<file path="src/rtl/scr_base_l3_bk_tp_arb.sv">
// L3 bank tag pipe issue arbiter: retry buffer > snoop > request, credit-limited, registered d0 issue.
// Optional: SCR_L3_TP_ARB_RR_EN shares the snoop/request slot round-robin instead of fixed priority.
module scr_base_l3_bk_tp_arb #(
  parameter int SCRID_W    = 4,
  parameter int TXNID_W    = 8,
  parameter int OPC_W      = 5,
  parameter int ADDR_W     = 40,
  parameter int RTRY_DEPTH = 4,
  localparam int CNT_W     = $clog2(RTRY_DEPTH + 1)
) (
  input  logic               clk,
  input  logic               rst_n,
  input  logic               req_val_i,
  output logic               req_rdy_o,
  input  logic [SCRID_W-1:0] req_scrid_i,
  input  logic [TXNID_W-1:0] req_txnid_i,
  input  logic [OPC_W-1:0]   req_opc_i,
  input  logic [ADDR_W-1:0]  req_addr_i,
  input  logic               snp_val_i,
  output logic               snp_rdy_o,
  input  logic [SCRID_W-1:0] snp_scrid_i,
  input  logic [TXNID_W-1:0] snp_txnid_i,
  input  logic [OPC_W-1:0]   snp_opc_i,
  input  logic [ADDR_W-1:0]  snp_addr_i,
  output logic               d0_val_o,
  output logic               d0_req_val_o,
  output logic               d0_snp_val_o,
  output logic               d0_retry_o,
  output logic [SCRID_W-1:0] d0_scrid_o,
  output logic [TXNID_W-1:0] d0_txnid_o,
  output logic [OPC_W-1:0]   d0_opc_o,
  output logic [ADDR_W-1:0]  d0_addr_o,
  input  logic               d4_val_i,
  input  logic               d4_req_val_i,
  input  logic               d4_snp_val_i,
  input  logic               d4_need_retry_i,
  input  logic [SCRID_W-1:0] d4_scrid_i,
  input  logic [TXNID_W-1:0] d4_txnid_i,
  input  logic [OPC_W-1:0]   d4_opc_i,
  input  logic [ADDR_W-1:0]  d4_addr_i,
  output logic [CNT_W-1:0]   rtry_cnt_o,
  output logic               idle_o
);

  localparam int PTR_W = (RTRY_DEPTH > 1) ? $clog2(RTRY_DEPTH) : 1;

  typedef struct packed {
    logic               is_snp;
    logic [SCRID_W-1:0] scrid;
    logic [TXNID_W-1:0] txnid;
    logic [OPC_W-1:0]   opc;
    logic [ADDR_W-1:0]  addr;
  } rtry_ent_t;

  typedef enum logic [1:0] {
    SRC_NONE,
    SRC_RTRY,
    SRC_SNP,
    SRC_REQ
  } src_e;

  rtry_ent_t        mem [RTRY_DEPTH];
  rtry_ent_t        head;
  logic [PTR_W-1:0] wr_ptr;
  logic [PTR_W-1:0] rd_ptr;
  logic [CNT_W-1:0] rtry_cnt;
  logic [CNT_W-1:0] ifl;
  logic [CNT_W:0]   occ_sum;
  logic             rtry_empty;
  logic             rtry_full;
  logic             credit;
  logic             base_rdy;
  logic             push;
  logic             pop;
  logic             ifl_inc;
  src_e             gnt_src;

  logic               sel_req;
  logic               sel_snp;
  logic [SCRID_W-1:0] sel_scrid;
  logic [TXNID_W-1:0] sel_txnid;
  logic [OPC_W-1:0]   sel_opc;
  logic [ADDR_W-1:0]  sel_addr;

  // Only d4_snp_val_i is needed to classify a retry; the request qualifier is implied.
  logic unused_d4_req_val;
  assign unused_d4_req_val = d4_req_val_i;

  function automatic logic [PTR_W-1:0] ptr_inc(input logic [PTR_W-1:0] p);
    return (p == PTR_W'(RTRY_DEPTH - 1)) ? '0 : p + PTR_W'(1);
  endfunction

  assign head       = mem[rd_ptr];
  assign rtry_empty = (rtry_cnt == '0);
  assign rtry_full  = (rtry_cnt == CNT_W'(RTRY_DEPTH));
  assign occ_sum    = {1'b0, rtry_cnt} + {1'b0, ifl};
  assign credit     = (occ_sum < (CNT_W+1)'(RTRY_DEPTH));
  assign base_rdy   = credit & rtry_empty;

`ifdef SCR_L3_TP_ARB_RR_EN
  logic rr_ptr_req;

  always_ff @(posedge clk or negedge rst_n) begin
    if (!rst_n) begin
      rr_ptr_req <= 1'b0;
    end else if (gnt_src == SRC_SNP) begin
      rr_ptr_req <= 1'b1;
    end else if (gnt_src == SRC_REQ) begin
      rr_ptr_req <= 1'b0;
    end
  end

  assign snp_rdy_o = base_rdy & (~req_val_i | ~rr_ptr_req);
  assign req_rdy_o = base_rdy & (~snp_val_i | rr_ptr_req);
`else
  assign snp_rdy_o = base_rdy;
  assign req_rdy_o = base_rdy & ~snp_val_i;
`endif

  always_comb begin
    gnt_src = SRC_NONE;
    if (!rtry_empty) begin
      gnt_src = SRC_RTRY;
    end else if (snp_val_i && snp_rdy_o) begin
      gnt_src = SRC_SNP;
    end else if (req_val_i && req_rdy_o) begin
      gnt_src = SRC_REQ;
    end
  end

  assign push    = d4_val_i & d4_need_retry_i;
  assign pop     = (gnt_src == SRC_RTRY);
  assign ifl_inc = (gnt_src != SRC_NONE);

  always_comb begin
    sel_req   = 1'b0;
    sel_snp   = 1'b0;
    sel_scrid = req_scrid_i;
    sel_txnid = req_txnid_i;
    sel_opc   = req_opc_i;
    sel_addr  = req_addr_i;
    case (gnt_src)
      SRC_RTRY: begin
        sel_req   = ~head.is_snp;
        sel_snp   = head.is_snp;
        sel_scrid = head.scrid;
        sel_txnid = head.txnid;
        sel_opc   = head.opc;
        sel_addr  = head.addr;
      end
      SRC_SNP: begin
        sel_snp   = 1'b1;
        sel_scrid = snp_scrid_i;
        sel_txnid = snp_txnid_i;
        sel_opc   = snp_opc_i;
        sel_addr  = snp_addr_i;
      end
      SRC_REQ: begin
        sel_req = 1'b1;
      end
      default: begin
        sel_req = 1'b0;
      end
    endcase
  end

  always_ff @(posedge clk) begin
    if (push) begin
      mem[wr_ptr] <= '{is_snp: d4_snp_val_i, scrid: d4_scrid_i, txnid: d4_txnid_i,
                       opc: d4_opc_i, addr: d4_addr_i};
    end
  end

  always_ff @(posedge clk or negedge rst_n) begin
    if (!rst_n) begin
      wr_ptr   <= '0;
      rd_ptr   <= '0;
      rtry_cnt <= '0;
      ifl      <= '0;
    end else begin
      if (push) wr_ptr <= ptr_inc(wr_ptr);
      if (pop)  rd_ptr <= ptr_inc(rd_ptr);
      if (push && !pop) begin
        rtry_cnt <= rtry_cnt + CNT_W'(1);
      end else if (pop && !push) begin
        rtry_cnt <= rtry_cnt - CNT_W'(1);
      end
      if (ifl_inc && !d4_val_i) begin
        ifl <= ifl + CNT_W'(1);
      end else if (d4_val_i && !ifl_inc) begin
        ifl <= ifl - CNT_W'(1);
      end
    end
  end

  always_ff @(posedge clk or negedge rst_n) begin
    if (!rst_n) begin
      d0_val_o     <= 1'b0;
      d0_req_val_o <= 1'b0;
      d0_snp_val_o <= 1'b0;
      d0_retry_o   <= 1'b0;
      d0_scrid_o   <= '0;
      d0_txnid_o   <= '0;
      d0_opc_o     <= '0;
      d0_addr_o    <= '0;
    end else begin
      d0_val_o     <= ifl_inc;
      d0_req_val_o <= sel_req;
      d0_snp_val_o <= sel_snp;
      d0_retry_o   <= pop;
      if (ifl_inc) begin
        d0_scrid_o <= sel_scrid;
        d0_txnid_o <= sel_txnid;
        d0_opc_o   <= sel_opc;
        d0_addr_o  <= sel_addr;
      end
    end
  end

  assign rtry_cnt_o = rtry_cnt;
  assign idle_o     = rtry_empty & (ifl == '0);

  a_no_push_full: assert property (@(posedge clk) disable iff (!rst_n) !(push && rtry_full));
  a_no_d4_idle:   assert property (@(posedge clk) disable iff (!rst_n) !(d4_val_i && (ifl == '0)));

endmodule
</file>
<file path="config.mk">
export PLATFORM = sky130hd
export DESIGN_NAME = scr_base_l3_bk_tp_arb
export DESIGN_NICKNAME = d
export VERILOG_FILES = /design/src/rtl/scr_base_l3_bk_tp_arb.sv
export SDC_FILE = /design/constraint.sdc
export NUM_CORES = 1
export LEC_CHECK = 0
export CAP_MARGIN = 40
export CORE_AREA = 2 2 217 112
export DETAILED_ROUTE_END_ITERATION = 8
export DIE_AREA = 0 0 219 114
export PLACE_DENSITY = 0.92
export SKIP_LAST_GASP = 1
export SYNTH_ARGS = -nofsm -noshare
export SYNTH_HDL_FRONTEND = slang
export SYNTH_SLANG_ARGS = --single-unit
</file>
<file path="constraint.sdc">
create_clock -name clk -period 7.8 [get_ports clk]
set_input_delay 0.78 -clock clk [delete_from_list [all_inputs] [get_ports clk]]
set_output_delay 0.78 -clock clk [all_outputs]
set_load 0.02 [all_outputs]
</file>
==> results by group <==
Timing
  – F_max: ~260 MHz
  – Slew margin rel.: 0.4495
  – Actual slew at the worst max-slew pin: between 0.8 and 0.9 ns
  – Setup TNS: 0 ns
  – Slew Limit Fails: 0
  – Fin crit share: 0.4873
  – Final Hold Vio Count: 0
  – Setup Viol. Count Final: 0
  – Final worst path period need: about 3.8 ns
  – Clock skew: 0.01160 ns
  – WHS: approximately 0.099 ns
  – RSZ-0062 raised after global routing: false

Detailed routing
  – DRC errors left: 0
  – Post-DR vias/cell: about 5.8
  – Routed Antenna Nets: 0
  – Initial DRC Count: between 600 and 700
  – Routed len/inst: ~23 um
  – WL final: ~30000 um
  – Vias: ~7400
  – Drt pass-1 iters: 5

Final layout
  – Register area: around 0.0088 sq mm
  – Fillers: ~1500
  – # diodes: 0
  – Synth-to-layout area growth: 29.10%
  – Layout cells sized above 1: 0.2114
  – Fin cells: 1266
  – Multi-input gate area: roughly 0.0034 sq mm
  – Fin nets: between 1000 and 1500

Clock network
  – CTS Buf Count: 26
  – Clock tree buffer depth: 3
  – Setup Buffers After CTS: 0
  – Clk pin slew, worst setup/hold paths: 0.07 ns
  – H-tree depth: 1
  – CTS tree: done
  – Clk Latency, worst-skew pair: about 0.54 ns
  – Root Buffer: clkbuf_16
  – Post-CTS Hold Fix Bufs: 0
  – CTS Sinks: roughly 300
  – Post-cts resize count: 0

Yosys
  – Post-synth ARST share: 0.2343
  – Netlist cell types: 34
  – Register area share after synthesis: 0.6962
  – Most frequent cell after synthesis: edfxtp_1
  – Post-synthesis instance area: between 0.01 and 0.015 sq mm
  – Cell count after synthesis: 696
  – Post-synth top flop: edfxtp_1
  – YS warnings: 0
  – Mapped Avg Cell Area: ~18 sq um
  – #FFs+latches synth: 303
  – Commonest cells post-synth: 232 x edfxtp_1, 102 x nor2_1, 71 x dfrtp_1
  – Post-synth EDFFs: ~230
  – Post-synth top area cell: edfxtp_1
  – Synth top area cells: edfxtp_1 55%, dfrtp_1 14%, mux4_2 10%, a221oi_2 6.8%, nor2_1 3.0%
  – Post-Syn Nets: 886
  – Synth top area share: 0.5547

Critical path
  – Crit-path leading delay family: buffers and inverters
  – CP Class: reg2out
  – Buf/Inv on CP: 2
  – RR Endpoint: ifl[2]$_DFFE_PN0P_
  – Worst setup startpoint: rtry_cnt_o[2]$_DFFE_PN0P_
  – WP data required: ~7 ns
  – Kind of end point of the critical path: output port
  – CP Max Fanout: 29
  – Reg-to-reg startpoint: rtry_cnt_o[2]$_DFFE_PN0P_
  – Worst Setup Start Kind: register
  – Max incr delay on CP: approximately 0.73 ns
  – Critical path cell sequence: ha_1, nor3_4, nand2_2, clkinv_2, clkdlybuf4s50_1
  – Worst path arrival time: 3.02 ns
  – Worst reg-to-reg setup slack: between 5 and 6 ns
  – Instance count on the critical path: 5
  – Worst-case reg-to-reg path depth: 10
  – Crit-path slowest cell: clkdlybuf4s50_1

Floorplanning
  – CORE AREA: 0.02332 sq mm
  – # rows: 40
  – Die area: 0.02497 sq mm
  – Chip width: about 220 um
  – IO Pins: between 200 and 250
  – Starting Density: 0.5385
  – Die Ht: about 110 um

Power
  – Power Dens Cells: between 300 and 400 mW/mm^2
  – Peak supply drop: between 0.2 and 0.25 mV
  – LEAKAGE: around 0.0057 uW
  – Total power: between 5000 and 6000 uW

Status
  – Status: completed

GRT
  – First-pass GRT wire length: between 40000 and 50000 um
  – Gr usage total: 0.2407
  – Pin count of the biggest net entering global routing: roughly 60
  – Initial antenna violation count: 2
  – Vias in the first global route: between 7000 and 8000
  – GR Overflow Total: 0

Place
  – Placed cells: about 1200
  – HPWL Detailed: ~19000 um
  – PortBufs: approximately 240
  – Routability Congestion: 0.7716

Job
  – Max cap viols: 0

Worst hold path
  – Hold WC Path Type: in2async
[logic make-up after synthesis]
family / Yosys count / share of synthesized area
buffers and inverters: 60 / 0.03447
and+or+nand+nor: 136 / 0.04762
DFF: 303 / 0.6962
xor gates and xnor gates: 6 / 0.004184
adders and majority gates: 11 / 0.01216
muxes: 60 / 0.1058
AOI/OAI and AO/OA: 120 / 0.09953
[per-stage QoR]
stage                       util  cell area, sq um  setup slack [ns]
final                     0.6952             16210             3.999
after global routing      0.6952             16210             3.900
after CTS                 0.6952             16210             3.970
after detailed placement  0.6561             15300             4.543
after global placement    0.6465             15080             4.585
after floorplan                -             12560             5.178
[power breakdown]
part	switching, uW	internal (uW)	total [uW]
clock	571	814	1380
combinational	1140	1010	2160
sequential	198	2050	2250
total	1910	3880	5790
[placed cells by master (no fill, tap or decap), types with 3 or more instances in the layout]
| cell | n |
|---|---|
| ha_1 | 9 |
| a221oi_2 | 57 |
| clkbuf_1 | 3 |
| buf_16 | 6 |
| edfxtp_1 | 232 |
| dfrtp_1 | 69 |
| xor2_1 | 4 |
| inv_1 | 6 |
| buf_4 | 7 |
| nor2_2 | 15 |
| mux4_2 | 58 |
| clkdlybuf4s50_1 | 243 |
| bufinv_16 | 5 |
| o22ai_1 | 57 |
| and3_4 | 4 |
| clkinv_1 | 6 |
| clkbuf_16 | 27 |
| clkinv_2 | 4 |
| buf_12 | 3 |
| nor2_1 | 102 |
| nand2_1 | 6 |
[routing by layer]
| metal | GRT usage | vias up | wire length [um] |
|---|---|---|---|
| met5 | 0 | - | 26 |
| met4 | 0.04595 | 4 | 512 |
| met3 | 0.05840 | 48 | 2515 |
| met2 | 0.3827 | 318 | 13810 |
| met1 | 0.3463 | 3749 | 12700 |
| li1 | - | 3268 | - |
[how the worst max path moves through the flow]
| stage | endpoint | slack [ns] |
|---|---|---|
| 4_1_cts | snp_rdy_o | 3.97 |
| 6_report | snp_rdy_o | 4.00 |
| 3_5_place_dp | snp_rdy_o | 4.54 |
| 2_1_floorplan | mem[0][0]$_DFFE_PP_ | 5.18 |
| 3_3_place_gp | snp_rdy_o | 4.59 |
| 5_1_grt | snp_rdy_o | 3.90 |
[state kept, by name, indices dropped and copies added, names as in the netlist]
signal and flops:
wr_ptr 2, d0_scrid_o 4, ifl 3, d0_val_o 1
d0_txnid_o 8, d0_opc_o 5, d0_addr_o 40, mem 232
d0_retry_o 1, rd_ptr 2, d0_req_val_o 1, d0_snp_val_o 1
rtry_cnt_o 3
[cell type report]
type,count,share of cell area
clock inverters,15,0.01212
well taps,315,0.02431
flip-flops and latches,303,0.5397
clock buffers,32,0.04407
multi-input cells,333,0.2104
inverters,9,0.002161
repair buffers,259,0.1672
Note: power is estimated with default switching activity, not from simulation.
